--- config.mk ---
export PLATFORM = sky130hd
export DESIGN_NAME = time_scheduler
export DESIGN_NICKNAME = d
export VERILOG_FILES = /design/src/rtl/time_scheduler.sv
export SDC_FILE = /design/constraint.sdc
export NUM_CORES = 1
export LEC_CHECK = 0
export ABC_AREA = 1
export ABC_CLOCK_PERIOD_IN_PS = 9600
export BUFFER_PORTS_ARGS = -buffer_cell sky130_fd_sc_hd__buf_2
export CORE_MARGIN = 3
export CORE_UTILIZATION = 35
export CTS_CLUSTER_SIZE = 24
export DETAILED_ROUTE_END_ITERATION = 10
export GPL_TIMING_DRIVEN = 0
export SETUP_SLACK_MARGIN = 0.3
export SLEW_MARGIN = 20
export SYNTH_ARGS = -nofsm -noshare
export SYNTH_HDL_FRONTEND = slang
export SYNTH_SLANG_ARGS = --single-unit
--- constraint.sdc ---
create_clock -name emu_clk -period 9.6 [get_ports emu_clk]
set_input_delay 0.96 -clock emu_clk [delete_from_list [all_inputs] [get_ports emu_clk]]
set_output_delay 0.96 -clock emu_clk [all_outputs]
set_load 0.05 [all_outputs]
--- src/rtl/time_scheduler.sv ---
// Emulation time scheduler: advances emu_time by the smallest requested dt each edge.
// Optional TIME_SCHEDULER_ARGMIN_EN adds dt_sel, the index of the winning channel.
//   state | meaning
//   IDLE  | after reset, waiting for start
//   RUN   | advancing time every edge
//   PAUSE | stalled, time frozen
//   DONE  | stop time reached, waiting for start
module time_scheduler #(
  parameter int N          = 4,
  parameter int WIDTH      = 25,
  parameter int TIME_WIDTH = 40,
  parameter int DT_MAX     = (2**(WIDTH-1))-1
) (
  input  logic                          emu_clk,
  input  logic                          emu_rst_n,
  input  logic [N*WIDTH-1:0]            dt_req,
  input  logic [N-1:0]                  dt_valid,
  input  logic                          start,
  input  logic                          emu_stall,
  input  logic                          stop_en,
  input  logic [TIME_WIDTH-1:0]         stop_time,
  output logic signed [WIDTH-1:0]       emu_dt,
  output logic [TIME_WIDTH-1:0]         emu_time,
  output logic                          running,
  output logic                          done,
  output logic                          time_ovf
`ifdef TIME_SCHEDULER_ARGMIN_EN
  ,
  output logic [((N > 1) ? $clog2(N) : 1)-1:0] dt_sel
`endif
);

  localparam int SEL_W = (N > 1) ? $clog2(N) : 1;
  localparam logic [WIDTH-1:0] DT_MAX_V = WIDTH'(DT_MAX);

  typedef enum logic [1:0] {IDLE, RUN, PAUSE, DONE} state_t;

  state_t                  state_q, state_d;
  logic [WIDTH-1:0]        dt_d;
  logic [TIME_WIDTH-1:0]   time_d;
  logic                    ovf_d;

  logic [WIDTH-1:0]        req_k;
  logic [WIDTH-1:0]        val_k;
  logic [WIDTH-1:0]        best;
  logic                    found;
  logic [WIDTH-1:0]        cand;
  logic [TIME_WIDTH:0]     rem;
  logic [TIME_WIDTH:0]     cand_ext;
  logic [WIDTH-1:0]        step;
  logic [TIME_WIDTH:0]     sum;
  logic                    advance;
`ifdef TIME_SCHEDULER_ARGMIN_EN
  logic [SEL_W-1:0]        win;
  logic [SEL_W-1:0]        sel_d;
  logic [SEL_W-1:0]        sel_q;
  assign dt_sel = sel_q;
`endif

  // Negative requests count as zero; strict compare keeps the lowest index on ties.
  always_comb begin
    req_k = '0;
    val_k = '0;
    best  = '0;
    found = 1'b0;
`ifdef TIME_SCHEDULER_ARGMIN_EN
    win   = '0;
`endif
    for (int k = 0; k < N; k++) begin
      req_k = dt_req[k*WIDTH +: WIDTH];
      val_k = req_k[WIDTH-1] ? '0 : req_k;
      if (dt_valid[k] && (!found || (val_k < best))) begin
        best  = val_k;
        found = 1'b1;
`ifdef TIME_SCHEDULER_ARGMIN_EN
        win   = k[SEL_W-1:0];
`endif
      end
    end
    if (!found || (best > DT_MAX_V)) cand = DT_MAX_V;
    else                              cand = best;
  end

  assign rem      = {1'b0, stop_time} - {1'b0, emu_time};
  assign cand_ext = {{(TIME_WIDTH+1-WIDTH){1'b0}}, cand};

  always_comb begin
    state_d = state_q;
    dt_d    = '0;
    time_d  = emu_time;
    ovf_d   = time_ovf;
    advance = 1'b0;
    step    = cand;
    sum     = '0;
`ifdef TIME_SCHEDULER_ARGMIN_EN
    sel_d   = '0;
`endif
    case (state_q)
      IDLE:    if (start) state_d = RUN;
      RUN:     if (emu_stall) state_d = PAUSE;
               else advance = 1'b1;
      PAUSE:   if (!emu_stall) begin
                 state_d = RUN;
                 advance = 1'b1;
               end
      DONE:    if (start) begin
                 state_d = RUN;
                 time_d  = '0;
                 ovf_d   = 1'b0;
               end
      default: state_d = IDLE;
    endcase

    if (advance) begin
      // rem is signed by its top bit: zero or negative means the stop time is already passed.
      if (stop_en && (rem[TIME_WIDTH] || (rem == '0))) begin
        step    = '0;
        state_d = DONE;
      end else if (stop_en && (cand_ext >= rem)) begin
        step    = rem[WIDTH-1:0];
        state_d = DONE;
      end
      sum    = {1'b0, emu_time} + {{(TIME_WIDTH+1-WIDTH){1'b0}}, step};
      time_d = sum[TIME_WIDTH-1:0];
      if (sum[TIME_WIDTH]) ovf_d = 1'b1;
      dt_d   = step;
`ifdef TIME_SCHEDULER_ARGMIN_EN
      sel_d  = found ? win : '0;
`endif
    end
  end

  always_ff @(posedge emu_clk or negedge emu_rst_n) begin
    if (!emu_rst_n) begin
      state_q  <= IDLE;
      emu_dt   <= '0;
      emu_time <= '0;
      time_ovf <= 1'b0;
`ifdef TIME_SCHEDULER_ARGMIN_EN
      sel_q    <= '0;
`endif
    end else begin
      state_q  <= state_d;
      emu_dt   <= dt_d;
      emu_time <= time_d;
      time_ovf <= ovf_d;
`ifdef TIME_SCHEDULER_ARGMIN_EN
      sel_q    <= sel_d;
`endif
    end
  end

  assign running = (state_q == RUN);
  assign done    = (state_q == DONE);

endmodule

[Word-level counts from Yosys, hierarchy flattened]
Index checks and enable logic that the tools add are counted.
Word-level totals
  register bits: 68
  input bits: 149
  output and inout port bits: 68
  word-level logic and storage cells: 68
Cells by class
  add/subtract/negate cells: 2
  magnitude comparators: 5
  eq/ne operators: 3
  mux-type cells: 33
  reductions and logical operators: 21
Operators with widths (count)
  $mux W25: 7
  $mux W24: 6
  $mux W40: 3
  $lt A24 B25 Y1: 2
  $add A40 B25 Y41: 1
  $ge A25 B41 Y1: 1
  $logic_not A41 Y1: 1
  $sub A40 B40 Y41: 1
  $gt A25 B24 Y1 const B: 1
  $lt A24 B24 Y1: 1
  $mux W2: 6
  $mux W1: 10
  $pmux W2 S3: 1
  $logic_and A1 B1 Y1: 5
  $logic_or A1 B1 Y1: 5
  $eq A2 B2 Y1 const B: 2
  $logic_not A1 Y1: 4
  $reduce_bool A2 Y1: 2
  $reduce_or A2 Y1: 2
  $eq A2 B1 Y1 const B: 1
  $logic_not A2 Y1: 1
  $reduce_and A2 Y1: 1

[Logic depth before layout (Yosys ltp)]
  depth after elaboration: 25
  depth in mapped cells: 95
  mapped depth without buffers: 86

[Worst setup path before layout]
OpenSTA, ideal clock, no wires.
  kind: input to register
  from: in dt_valid[0]
  to: reg emu_time[26]
  library setup time: 0.144 ns
  arrival: 10.682 ns
  required time: 9.456 ns
  slack: -1.226 ns
  cell stages on the path: 92
  path buffers: 10
  cell sequence: inv_1 -> nor2_4 -> buf_1 -> buf_1 -> nand2_1 -> ha_1 -> nand2_1 -> nor2_1 -> nand4_1 -> nor4_1 -> nand2_1 -> nand2_1 -> nand2_1 -> nand2_1 -> clkbuf_1 -> clkbuf_1 -> clkbuf_1 -> nand2_1 -> (+56 left out) -> clkbuf_1 -> nand2_1 -> nand2_1 -> ha_1 -> fa_1 -> nand2_1 -> nand2_1 -> nand2_1 -> nand2_1 -> nand2_1 -> o21ai_2 -> nand2_1 -> nand2_1 -> nand2_1 -> nand3_2 -> nand2_1 -> nand3_1 -> o21ai_1
Between the ends
  longest elaborated chain between the ends: 23
  elaborated cells on any way between the ends: 31
  classes of those cells: add/sub: 1; order compare: 5; mux: 13; reduce/logical: 12
RTL lines
  start: declaration: RTL line 17  | input logic [N-1:0] dt_valid,
  $mux W24 / $mux W1 (equally long branches): RTL line 72  | if (dt_valid[k] && (!found || (val_k < best))) begin
  $lt A24 B24 Y1 / $logic_not A1 Y1 (equally long branches): RTL line 72
  $logic_or A1 B1 Y1: RTL line 72
  $logic_and A1 B1 Y1: RTL line 72
  $mux W24 / $mux W1 (equally long branches): RTL line 72
  $lt A24 B25 Y1 / $logic_not A1 Y1 (equally long branches): RTL line 72
  $logic_or A1 B1 Y1: RTL line 72
  $logic_and A1 B1 Y1: RTL line 72
  (+7 left out)
  $mux W25 (*): RTL line 80  | if (!found || (best > DT_MAX_V)) cand = DT_MAX_V;
  $ge A25 B41 Y1: RTL line 119  | end else if (stop_en && (cand_ext >= rem)) begin
  $logic_and A1 B1 Y1: RTL line 119
  $mux W25 (*): RTL line 119
  $mux W25 (*): RTL line 116  | if (stop_en && (rem[TIME_WIDTH] || (rem == '0))) begin
  $mux W25 (*): RTL line 114  | if (advance) begin
  $add A40 B25 Y41 (*): RTL line 123  | sum = {1'b0, emu_time} + {{(TIME_WIDTH+1-WIDTH){1'b0}}, step};
  $mux W40 (*): RTL line 114
  end signal: assignment: RTL line 145  | emu_time <= time_d;
  end: declaration: RTL line 23  | output logic [TIME_WIDTH-1:0] emu_time,
Every way passes the cells marked *; elsewhere a longest branch is shown, timed or not. The select of a mux whose other input is x is not followed.
A chain may end at the register's enable or synchronous reset.

[Final worst setup path]
Same ends and word-level chain as after synthesis.

==> PnR_summary.wiki <==
{| class="wikitable"
! Metric !! Value
|-
| Fraction of layout instances using a drive strength above 1 || 32.9%
|-
| Relative slew slack || 22.2%
|-
| Antenna Nets Post-Route || 0
|-
| Latest clock arrival within the worst-skew pair || 0.36 ns
|-
| Average wire length per cell after detail routing || 18.2 um
|-
| Overall overflow remaining after global route || 0
|-
| Drt pass-1 iters || 5
|-
| Internal power || 1740 uW
|-
| Number of endpoints with negative hold slack in the final report || 0
|-
| Num CTS Buffers || 9
|-
| R2r worst-path depth || 46
|-
| Depth of the worst hold-timing path || 2
|-
| Final WS setup || -1.23 ns
|-
| Highest-delay cell along the critical path || o21ai_0
|-
| Vert. Die Dim || 187 um
|-
| Delay contributed by the slowest stage of the critical path || 0.39 ns
|-
| DRC violations left || 0
|-
| Total routing resource utilization after global routing || 26.4%
|-
| Crit Reg-Reg Startpoint || emu_time[0]$_DFFE_PN0P_
|-
| Post-layout power || 4260 uW
|-
| Post-placement cell count || 2607
|-
| Count of vias placed by the detailed router || 14300
|-
| Largest net degree at the start of global routing || 36
|-
| Achievable Freq || 92.3 MHz
|-
| WS Path Type || in -> reg
|-
| Post-route non-filler standard cell count || 2704
|-
| RSZ-0062 raised after global routing || yes
|-
| Post-route clock skew || 0.0124 ns
|-
| Period minus WS final || 10.83 ns
|-
| Combinational power share || 80.0%
|-
| Post-route setup TNS || -40.17 ns
|-
| Final Setup Violations || 41
|-
| Fraction of power consumed by sequential logic || 11.0%
|-
| Routed wire length || 49300 um
|-
| Distinct cells, synth || 60
|-
| Leakage power total || 0.00873 uW
|-
| Filler cell count || 3327
|-
| Count of warnings emitted by yosys || 0
|-
| Type of destination of the critical path || flop
|-
| Syn-to-layout area delta || 44.6%
|-
| Clock-pin transition on the worst setup and hold timing paths || 0.06 ns
|-
| Pwr per Cell Area || 256 mW/mm2
|-
| Post-synth EDFFs || 0
|-
| Cell mode on critical path || nand2_2
|-
| Clock network fraction of total power || 9.0%
|-
| Failing checks || negative setup slack
|-
| Core outline area || 0.0320 mm2
|-
| CTS tree || done
|-
| Worst setup slack for register-to-register paths || 2.83 ns
|-
| Sw frac || 59.2%
|-
| Max-capacitance violation count || 0
|-
| Die extent in x || 187 um
|-
| Dominant synthesized flop cell || dfrtp_1
|-
| Count of port buffers added during placement || 216
|-
| Vias in the first global route || 13500
|-
| Crit path required time || 9.84 ns
|-
| Count of pins on the block boundary || 217
|-
| Antenna violations before repair || 2
|-
| Maximum count of clock buffers along a single path || 2
|-
| Critical register-to-register path endpoint || emu_time[26]$_DFFE_PN0P_
|-
| Min-delay worst type || reg -> reg
|-
| Number of clock sinks seen by CTS || 68
|-
| Element type at the critical path start || input port
|-
| Critical path data arrival time || 11.06 ns
|-
| Sw power || 2520 uW
|-
| Bufs and invs on worst path || 17
|-
| Number of slew-limit violations in the final report || 0
|-
| Root buf cell || clkbuf_16
|-
| Wire length of the first global-routing pass || 73900 um
|-
| Family with the most delay on the worst path || simple AND/OR/NAND/NOR gates
|-
| Worst-path maximum fanout || 8
|-
| Synth async-reset ratio || 100%
|-
| Fraction of the yosys area taken by sequential cells || 14.8%
|-
| Area enclosed by the die boundary || 0.0351 mm2
|-
| Number of design-rule violations left by the first detailed-router iteration || 868
|-
| Area of the mapped netlist || 0.0115 mm2
|-
| Hold worst-path end || time_ovf$_DFF_PN0_
|-
| Antenna diode instance count || 0
|-
| Via density || 5.29
|-
| Post-synthesis register bit count || 68
|-
| Nets || 2565
|-
| Post-detail-place hpwl || 39300 um
|-
| Floorplan row count || 65
|-
| Final weighted congestion of routability-driven global placement || 0.956
|-
| Clock H-tree levels || 3
|-
| VDD IR-drop max || 162 uV
|-
| Syn avg cell area || 5.90 um2
|-
| Least-Margin Pin Slew || 1.17 ns
|-
| Hold path startpoint || time_ovf$_DFF_PN0_
|-
| Run status || complete, but fails checks
|-
| Worst-case hold slack || 0.489 ns
|-
| Number of instances in the synthesized netlist || 1954
|-
| Fraction of the cycle the final worst path needs || 113%
|-
| Initial Util || 36.0%
|}
-- layout make-up --
type | instances | area (um2) | share of cell area [%]
Sequential cell | 68 | 1700 | 10.2
Multi-Input combinational cell | 1536 | 10500 | 63.2
Timing Repair Buffer | 298 | 1930 | 11.6
Tap cell | 435 | 544 | 3.26
Buffer | 37 | 442 | 2.65
Clock inverter | 6 | 87.6 | 0.525
Inverter | 314 | 1200 | 7.21
Clock buffer | 10 | 239 | 1.43
-- worst max path at each step --
| stage | start | to | slack (ns) | cells after the start |
|---|---|---|---|---|
| after floorplan | dt_valid[0] | emu_time[26]$_DFFE_PN0P_ | -0.15 | 90 |
| after global placement | dt_req[49] | emu_time[26]$_DFFE_PN0P_ | -3.25 | 87 |
| after detailed placement | dt_req[49] | emu_time[26]$_DFFE_PN0P_ | -3.32 | 87 |
| after CTS | dt_req[24] | emu_time[26]$_DFFE_PN0P_ | -1.11 | 90 |
| after global routing | dt_valid[0] | emu_time[34]$_DFFE_PN0P_ | -1.75 | 86 |
| final | dt_valid[0] | emu_time[26]$_DFFE_PN0P_ | -1.23 | 86 |
-- stage by stage --
step / area, um2 / util (%) / worst slack, ns
after floorplan: 11800 / - / -0.145
after global placement: 13400 / 41.9 / -3.25
after detailed placement: 13500 / 42.0 / -3.32
after CTS: 15200 / 47.4 / -1.11
after global routing: 16700 / 52.0 / -1.75
final: 16700 / 52.0 / -1.23
-- synth_stat cells, types with 5 or more instances --
library cell	count	area [um2]
a31oi_1	6	37.5
ha_1	150	1880
inv_1	306	1150
nand3_2	15	150
o21ai_2	7	61.3
nand3_1	126	631
nor2_1	195	732
nor3_1	21	105
a21oi_1	145	726
xnor2_1	9	78.8
or2_2	5	31.3
o21ai_1	12	60.1
clkbuf_1	25	93.8
nand2_2	17	106
buf_2	5	25.0
nand2_1	558	2090
o22ai_1	6	37.5
o21ai_0	122	611
o21bai_1	8	60.1
xor2_1	23	201
a211oi_1	9	67.6
inv_2	7	26.3
nand4_1	29	181
nor4_1	7	43.8
a21o_1	7	52.6
nor2_2	10	62.6
dfrtp_1	68	1700
-- worst min-delay path, stage by stage (launching register included) --
cell and delay [ns]:
dfrtp_1 0.35, nand2_1 0.06, o21ai_2 0.05
-- timing repair --
item | CTS | global route
endpoints found under the setup margin | 67 | 67
pin swaps | 86 | 120
hold buffers | 0 | 0
buffers inserted | 45 | 29
resized for setup | 216 | 310
cloned | 6 | 1
-- power by group through the flow --
| stage | logic [uW] | registers [uW] | clock network, uW |
|---|---|---|---|
| final | 3410 | 469 | 385 |
| after floorplan | 1670 | 708 | 0 |
| after detailed placement | 2680 | 462 | 0 |
| after CTS | 2930 | 463 | 391 |
| after global routing | 3700 | 481 | 402 |
| after global placement | 2650 | 461 | 0 |
-- flip-flops by register name, summed over array words and instances, names as in the netlist --
register / count
emu_time: 40
emu_dt: 25
state_q: 2
time_ovf: 1
-- cells in the final DEF (no fill, tap or decap), drive strengths merged, types with 23 or more instances in the layout --
cell type  Yosys  final
nand2        576    576
inv          313    313
buf           12    309
nor2         209    209
a21oi        151    151
ha           150    150
o21ai        142    142
nand3        141    141
dfrtp         68     68
clkbuf        25     36
nand4         29     29
xor2          23     23
nor3          23     23
-- metal layers --
layer,GRT usage (%),part of all wire [%]
met1,36.9,46
met5,0,0.047
met2,44.3,47
met4,5.37,1.9
met3,2.85,5.5
-- kinds of logic (layout without fill, tap and decap cells) --
| group | after synthesis | in the layout | share of synthesized area [%] |
|---|---|---|---|
| xor+xnor | 32 | 32 | 2.43 |
| other cells | 1 | 2 | 0.0325 |
| fa+ha+maj | 152 | 152 | 16.6 |
| flops | 68 | 68 | 14.8 |
| compound gates | 348 | 348 | 17.0 |
| simple gates | 1002 | 1002 | 37.5 |
| buf+inv | 351 | 665 | 11.6 |
Note: power is estimated with default switching activity, not from simulation.
